## config.mk

```make
export PLATFORM = sky130hd
export DESIGN_NAME = mac_seq
export DESIGN_NICKNAME = d
export VERILOG_FILES = /design/src/rtl/mac_seq.sv
export SDC_FILE = /design/constraint.sdc
export NUM_CORES = 1
export LEC_CHECK = 0
export BUFFER_PORTS_ARGS = -buffer_cell sky130_fd_sc_hd__buf_4
export CELL_PAD_IN_SITES_DETAIL_PLACEMENT = 0
export CELL_PAD_IN_SITES_GLOBAL_PLACEMENT = 1
export CORE_UTILIZATION = 45
export CTS_CLUSTER_DIAMETER = 60
export DETAILED_ROUTE_END_ITERATION = 8
export PLACE_DENSITY_LB_ADDON = 0.1
export SLEW_MARGIN = 20
export SYNTH_ARGS = -nofsm -noshare
export SYNTH_HDL_FRONTEND = slang
export SYNTH_SLANG_ARGS = --single-unit
```

## constraint.sdc

```tcl
create_clock -name clk -period 22.1 [get_ports clk]
set_input_delay 3.315 -clock clk [delete_from_list [all_inputs] [get_ports clk]]
set_output_delay 3.315 -clock clk [all_outputs]
set_load 0.01 [all_outputs]
```

## src/rtl/mac_seq.sv

```systemverilog
// mac_seq: runs a 4-lane MAC (unsigned act x signed weight + psum) over an N-group dot product.
// The accumulator is owned here and fed back as the MAC's c operand; one psum is returned per job.

module mac_seq_mac #(
    parameter int unsigned bw      = 4,
    parameter int unsigned psum_bw = 16
) (
    input  logic [4*bw-1:0]    i_a,
    input  logic [4*bw-1:0]    i_b,
    input  logic [psum_bw-1:0] i_c,
    output logic [psum_bw-1:0] o_sum_c
);
    localparam int unsigned LANES  = 4;
    localparam int unsigned PROD_W = 2*bw + 1;

    logic signed [PROD_W-1:0] w_prod [LANES];

    // Zero-extend act to make it a non-negative signed operand; sum wraps at psum_bw.
    always_comb begin
        o_sum_c = i_c;
        for (int i = 0; i < int'(LANES); i++) begin
            w_prod[i] = PROD_W'($signed({1'b0, i_a[i*bw +: bw]})) *
                        PROD_W'($signed(i_b[i*bw +: bw]));
            o_sum_c   = o_sum_c + psum_bw'(w_prod[i]);
        end
    end
endmodule

module mac_seq #(
    parameter int unsigned bw      = 4,
    parameter int unsigned psum_bw = 16,
    parameter int unsigned cnt_bw  = 8
) (
    input  logic                clk,
    input  logic                reset,
    input  logic                start,
    input  logic [cnt_bw-1:0]   num_grp,
    input  logic                in_valid,
    output logic                in_ready,
    input  logic [4*bw-1:0]     a_in,
    input  logic [4*bw-1:0]     b_in,
    output logic                out_valid,
    input  logic                out_ready,
    output logic [psum_bw-1:0]  psum_out,
    output logic                busy
);
    typedef enum logic [1:0] {
        S_IDLE = 2'd0,
        S_ACC  = 2'd1,
        S_DONE = 2'd2
    } state_t;

    state_t              r_state;
    state_t              w_state_nxt;
    logic [psum_bw-1:0]  r_acc;
    logic [psum_bw-1:0]  r_psum;
    logic [cnt_bw-1:0]   r_rem;
    logic [psum_bw-1:0]  w_mac;
    logic                w_take;
    logic                w_last;

    mac_seq_mac #(
        .bw      (bw),
        .psum_bw (psum_bw)
    ) u_mac (
        .i_a     (a_in),
        .i_b     (b_in),
        .i_c     (r_acc),
        .o_sum_c (w_mac)
    );

    assign w_take   = in_valid && in_ready;
    assign w_last   = w_take && (r_rem == cnt_bw'(1));
    assign psum_out = r_psum;

    // State register
    always_ff @(posedge clk) begin
        if (reset) begin
            r_state <= S_IDLE;
        end else begin
            r_state <= w_state_nxt;
        end
    end

    // Next-state logic
    always_comb begin
        w_state_nxt = r_state;
        case (r_state)
            S_IDLE: begin
                if (start) begin
                    w_state_nxt = (num_grp == '0) ? S_DONE : S_ACC;
                end
            end
            S_ACC: begin
                if (w_last) begin
                    w_state_nxt = S_DONE;
                end
            end
            S_DONE: begin
                if (out_ready) begin
                    w_state_nxt = S_IDLE;
                end
            end
            default: w_state_nxt = S_IDLE;
        endcase
    end

    // Handshake outputs decoded from the current state
    always_comb begin
        in_ready  = 1'b0;
        out_valid = 1'b0;
        busy      = 1'b0;
        case (r_state)
            S_ACC: begin
                in_ready = 1'b1;
                busy     = 1'b1;
            end
            S_DONE: begin
                out_valid = 1'b1;
                busy      = 1'b1;
            end
            default: ;
        endcase
    end

    // Accumulator, remaining-group counter and result register
    always_ff @(posedge clk) begin
        if (reset) begin
            r_acc  <= '0;
            r_rem  <= '0;
            r_psum <= '0;
        end else begin
            case (r_state)
                S_IDLE: begin
                    if (start) begin
                        r_acc <= '0;
                        r_rem <= num_grp;
                        if (num_grp == '0) begin
                            r_psum <= '0;
                        end
                    end
                end
                S_ACC: begin
                    if (w_take) begin
                        r_acc <= w_mac;
                        r_rem <= r_rem - cnt_bw'(1);
                        if (w_last) begin
                            r_psum <= w_mac;
                        end
                    end
                end
                default: ;
            endcase
        end
    end
endmodule

```

==> results of run 1 <==
==> sequential cells by signal, indices dropped and copies added, names as in the netlist <==
| register | count |
|---|---|
| r_state | 2 |
| r_acc | 16 |
| psum_out | 16 |
| r_rem | 8 |
==> logic make-up (layout without fill, tap and decap cells) <==
kind of cell	after synthesis	after routing	synth area share (%)
buffers and inverters	134	194	8.95
adders and majority gates	153	153	41.8
muxes	2	2	0.371
and+or+nand+nor	182	182	15.4
xor gates and xnor gates	33	33	5.28
AOI/OAI and AO/OA	121	121	13.5
DFF	42	42	14.7
==> cell usage after synthesis (3+ instances only) <==
cell type    n
a21oi_1     49
fa_1        64
a211oi_1    11
o21bai_1     7
inv_1      119
clkbuf_1    10
nand3_1     24
dfxtp_1     42
o211ai_1     3
nor2_1      25
o21ai_0     22
nor3_1       3
ha_1        89
xor2_1       9
a21o_1      12
and2_1      29
nand2b_1    12
nand2_1     74
xnor2_1     23
==> metal layers <==
metal / up-vias / part of all wire, % / track usage (%)
met2: 71 / 49 / 35.0
li1: 2283 / - / -
met3: 15 / 2.7 / 1.74
met4: 0 / 1.7 / 5.02
met1: 2137 / 47 / 26.8
met5: - / 0 / 0
==> worst reg2reg max path: cells and delay by family, from the launching register on <==
| family | cells | cell delay, ns |
|---|---|---|
| compound gates | 5 | 1.35 |
| xor+xnor | 2 | 0.44 |
| fa+ha+maj | 5 | 2.24 |
| buf+inv | 4 | 0.22 |
| flops | 1 | 0.34 |
==> per-stage QoR <==
stage | area [um2] | setup slack (ns) | utilization [%] | hold slack (ns) | cells
after floorplan | 5730 | 12.49 | - | 0.436 | 667
after global placement | 6370 | 11.96 | 52.2 | 0.448 | 887
after detailed placement | 6370 | 11.81 | 52.2 | 0.451 | 887
after CTS | 6530 | 12.07 | 53.4 | 0.463 | 895
after global routing | 6530 | 11.73 | 53.4 | 0.490 | 895
final | 6530 | 12.13 | 53.4 | 0.461 | 895
==> how the worst max path moves through the flow <==
stage / from / endpoint / slack [ns] / cells after the start
2_1_floorplan: a_in[8] / r_acc[15]$_SDFFE_PP0P_ / 12.49 / 24
3_3_place_gp: a_in[8] / r_acc[15]$_SDFFE_PP0P_ / 11.96 / 25
3_5_place_dp: a_in[8] / r_acc[15]$_SDFFE_PP0P_ / 11.81 / 25
4_1_cts: a_in[8] / r_acc[15]$_SDFFE_PP0P_ / 12.07 / 25
5_1_grt: a_in[8] / r_acc[15]$_SDFFE_PP0P_ / 11.73 / 25
6_report: a_in[8] / r_acc[15]$_SDFFE_PP0P_ / 12.13 / 25
==> cell type report <==
cell class / count / area [um2]
Sequential cell: 42 / 841
Multi-Input combinational cell: 491 / 4380
Timing Repair Buffer: 66 / 495
Inverter: 120 / 450
Fill cell: 1217 / 5690
Tap cell: 168 / 210
Clock inverter: 3 / 26.3
Clock buffer: 5 / 125
==> reports/metrics.cfg, run 1 <==
[outcome]
status = complete, no violations

[sta]
fmax_mhz = 100
setup_tns_ns = 0
slew_headroom_pct = 30.3
setup_viol = 0
finalHoldViolations = 0
final.period_utilization_pct = 45.1
rsz0062_at_grt = no
finalCriticalPeriod_ns = 9.97
skew_ns = 0.00876
slew_viol_final = 0
worst_slew_pin_slew_ns = 1.04

[cells_and_area]
num_antenna_cells = 0
nets = 924
synthToLayoutAreaGrowth_pct = 13.9
layout_commonest_cell = inv_1
mostFrequentLayoutCells = inv_1, ha_1, nand2_1
drive_gt1_share_pct = 11.3

[clock_tree]
clk_path_buf_depth = 2
worstSkewPairLatency_ns = 0.29
hold_buffers = 0
cts_resized = 0
root_buffer = clkbuf_16
htreeDepth = 2
clkTransAtPathRegs_ns = 0.07
cts_sinks = 42
post-cts-setup-buffer-count = 0
cts_made_buffers = 5
cts_tree = done

[worst_hold_path]
min_to = r_acc[2]$_SDFFE_PP0P_
hold_start = r_acc[2]$_SDFFE_PP0P_
hold_depth = 2
hold_class = register to register

[setup_path]
r2r_slack_ns = 17.45
r2r-end = r_acc[15]$_SDFFE_PP0P_
worstReg2RegStart = r_acc[1]$_SDFFE_PP0P_
criticalPathCategory = input port to register
critical_path.max_stage_delay_ns = 0.78
critPathTopFamily = adder cells
path_max_fanout = 8
rr_worst_depth = 16
critPathBufInv = 4
endpoint_kind = register
slowest_stage = xnor2_1
required_ns = 22.32
crit_arrival_ns = 10.19
start_kind = input port
crit_top_cell = fa_1

[global_routing]
grt_pass1_vias = 4594
grt_pass1_wl_mm = 21.4
track_usage_pct = 20.1
grt_max_degree = 41
antenna_found_initial = 0
grt.overflow.total = 0

[routing]
ant_nets = 0
wire_per_inst_um = 13.6
drt_wl_total_mm = 12.2
firstDrtPassIters = 4
drc = 0
viasPerCell = 5.03
vias = 4506
dr.first_iter.drc_count = 131

[yosys]
async_reset_ff_share_pct = 0
ys_ff_latch = 42
post-synth-top-area-cell = fa_1
ys_seq_area_share_pct = 14.7
synth_area_leaders = fa_1, ha_1, dfxtp_1, inv_1, nand2_1
syn_nets = 865
synth_cells = 667
syn-cell-area_mm2 = 0.00573
synth_cell_type_count = 51
synth_top_area_share_pct = 22.4
ys_warn_count = 0
ys.flop_type = dfxtp_1
synth_edf_count = 0
syn_area_per_cell_um2 = 8.59

[placement]
port_buffers = 63
dp_hpwl_mm = 10.3
gp_congestion = 0.839

[job]
drv_cap = 0

[floorplanning]
rows = 40
ios = 64
die_w_um = 115
coreArea_mm2 = 0.0122
dieArea_mm2 = 0.0132
initial_core_util_pct = 46.9
die_h_um = 115

Power of run 1 is not shown: default switching activity piles up to over one toggle a cycle in this logic, so the estimate is an artifact.
==> run 2, diff against run 1 <==
==> constraint.sdc (replaced) <==
create_clock -name clk -period 9.7 [get_ports clk]
set_input_delay 1.455 -clock clk [delete_from_list [all_inputs] [get_ports clk]]
set_output_delay 1.455 -clock clk [all_outputs]
set_load 0.01 [all_outputs]
==> reports/metrics.cfg, run 2 (same netlist as run 1, synthesis figures left out) <==
[outcome]
status = complete, no violations  ; unchanged

[sta]
fmax_mhz = 123
slew_headroom_pct = 34.6  ; was 30.3%
finalHoldViolations = 0  ; unchanged
slew_viol_final = 0  ; unchanged
final.period_utilization_pct = 84.0
setup_tns_ns = 0  ; unchanged
finalCriticalPeriod_ns = 8.15
worst_slew_pin_slew_ns = 0.973  ; was 1.04 ns
rsz0062_at_grt = no  ; unchanged
skew_ns = 0.00392  ; was 0.00876 ns
setup_viol = 0  ; unchanged

[clock_tree]
cts_made_buffers = 5  ; unchanged
htreeDepth = 2  ; unchanged
clk_path_buf_depth = 2  ; unchanged
worstSkewPairLatency_ns = 0.28  ; was 0.29 ns
post-cts-setup-buffer-count = 0  ; unchanged
clkTransAtPathRegs_ns = 0.06  ; was 0.07 ns
cts_resized = 0  ; unchanged
cts_tree = done  ; unchanged
cts_sinks = 42  ; unchanged
root_buffer = clkbuf_16  ; unchanged
hold_buffers = 0  ; unchanged

[routing]
drt_wl_total_mm = 12.1  ; was 12.2 mm
ant_nets = 0  ; unchanged
firstDrtPassIters = 4  ; unchanged
vias = 4451  ; was 4,506
wire_per_inst_um = 13.5  ; was 13.6 um
drc = 0  ; unchanged
dr.first_iter.drc_count = 126  ; was 131
viasPerCell = 4.97  ; was 5.03

[floorplanning]
initial_core_util_pct = 46.9  ; unchanged
dieArea_mm2 = 0.0132  ; unchanged
ios = 64  ; unchanged
die_w_um = 115  ; unchanged
rows = 40  ; unchanged
die_h_um = 115  ; unchanged
coreArea_mm2 = 0.0122  ; unchanged

[setup_path]
criticalPathCategory = input port to register  ; unchanged
worstReg2RegStart = r_acc[1]$_SDFFE_PP0P_  ; unchanged
endpoint_kind = register  ; unchanged
r2r_slack_ns = 5.02  ; was 17.45 ns
required_ns = 9.91  ; was 22.32 ns
crit_arrival_ns = 8.35  ; was 10.19 ns
path_max_fanout = 8  ; unchanged
rr_worst_depth = 16  ; unchanged
start_kind = input port  ; unchanged
r2r-end = r_acc[15]$_SDFFE_PP0P_  ; unchanged

[worst_hold_path]
hold_class = register to register  ; unchanged
hold_start = psum_out[13]$_SDFFE_PP0P_  ; was r_acc[2]$_SDFFE_PP0P_
min_to = psum_out[13]$_SDFFE_PP0P_  ; was r_acc[2]$_SDFFE_PP0P_
hold_depth = 2  ; unchanged

[global_routing]
antenna_found_initial = 0  ; unchanged
grt_pass1_vias = 4561  ; was 4,594
grt_pass1_wl_mm = 21.1  ; was 21.4 mm
track_usage_pct = 19.7  ; was 20.1%
grt.overflow.total = 0  ; unchanged
grt_max_degree = 41  ; unchanged

[cells_and_area]
nFillCells = 1209  ; was 1,217
layout_commonest_cell = inv_1  ; unchanged
synthToLayoutAreaGrowth_pct = 14.2  ; was 13.9%
mostFrequentLayoutCells = inv_1, ha_1, nand2_1  ; unchanged
drive_gt1_share_pct = 11.3  ; unchanged
nets = 924  ; unchanged
num_antenna_cells = 0  ; unchanged

[placement]
gp_congestion = 0.839  ; about the same
dp_hpwl_mm = 10.2  ; was 10.3 mm
port_buffers = 63  ; unchanged

[job]
drv_cap = 0  ; unchanged

==> run 2: final cells by class <==
type	instances	area, um2	area share [%]
Inverter	120	450	6.88
Clock inverter	3	43.8	0.669
Timing Repair Buffer	66	495	7.57
Multi-Input combinational cell	491	4380	66.9
Sequential cell	42	841	12.9
Clock buffer	5	125	1.91
Tap cell	168	210	3.21
==> run 2: routing by layer <==
layer	vias to the layer above	track usage (%)	part of all wire, %
li1	2285	-	-
met1	2096	26.1	46
met2	60	35.1	50
met3	10	1.85	2.6
met4	0	4.07	1.2
met5	-	0	0
==> run 2: stage by stage <==
stage                     hold slack, ns  std cells  cell area [um2]  setup WS (ns)  utilization, %
final                              0.465        895             6540           1.55            53.6
after global routing               0.489        895             6540           1.14            53.6
after CTS                          0.463        895             6540           1.49            53.6
after detailed placement           0.447        887             6370           1.24            52.2
after global placement             0.448        887             6370           1.42            52.2
after floorplan                    0.436        667             5730           1.95               -
==> run 2: critical path, cell delays in order <==
cell	delay [ns]
buf_4	0.12
nand2b_1	0.16
fa_1	0.51
fa_1	0.58
fa_1	0.42
inv_1	0.07
ha_1	0.16
a21o_1	0.12
a21oi_1	0.09
o21bai_1	0.14
a21oi_1	0.09
xnor2_1	0.76
fa_1	0.57
fa_1	0.51
inv_1	0.05
fa_1	0.51
inv_1	0.04
ha_1	0.35
and3_1	0.23
a221o_1	0.38
a31oi_1	0.26
o21ai_0	0.17
xnor2_1	0.20
xnor3_1	0.25
o21ai_0	0.15
==> run 2: worst max-delay path by stage <==
stage	from	endpoint	cells past startpoint
2_1_floorplan	a_in[8]	r_acc[15]$_SDFFE_PP0P_	24
3_3_place_gp	a_in[8]	r_acc[15]$_SDFFE_PP0P_	25
3_5_place_dp	a_in[8]	r_acc[15]$_SDFFE_PP0P_	25
4_1_cts	a_in[8]	r_acc[15]$_SDFFE_PP0P_	25
5_1_grt	a_in[8]	r_acc[15]$_SDFFE_PP0P_	25
6_report	a_in[8]	r_acc[15]$_SDFFE_PP0P_	25
Power of run 2 is left out for the same reason.
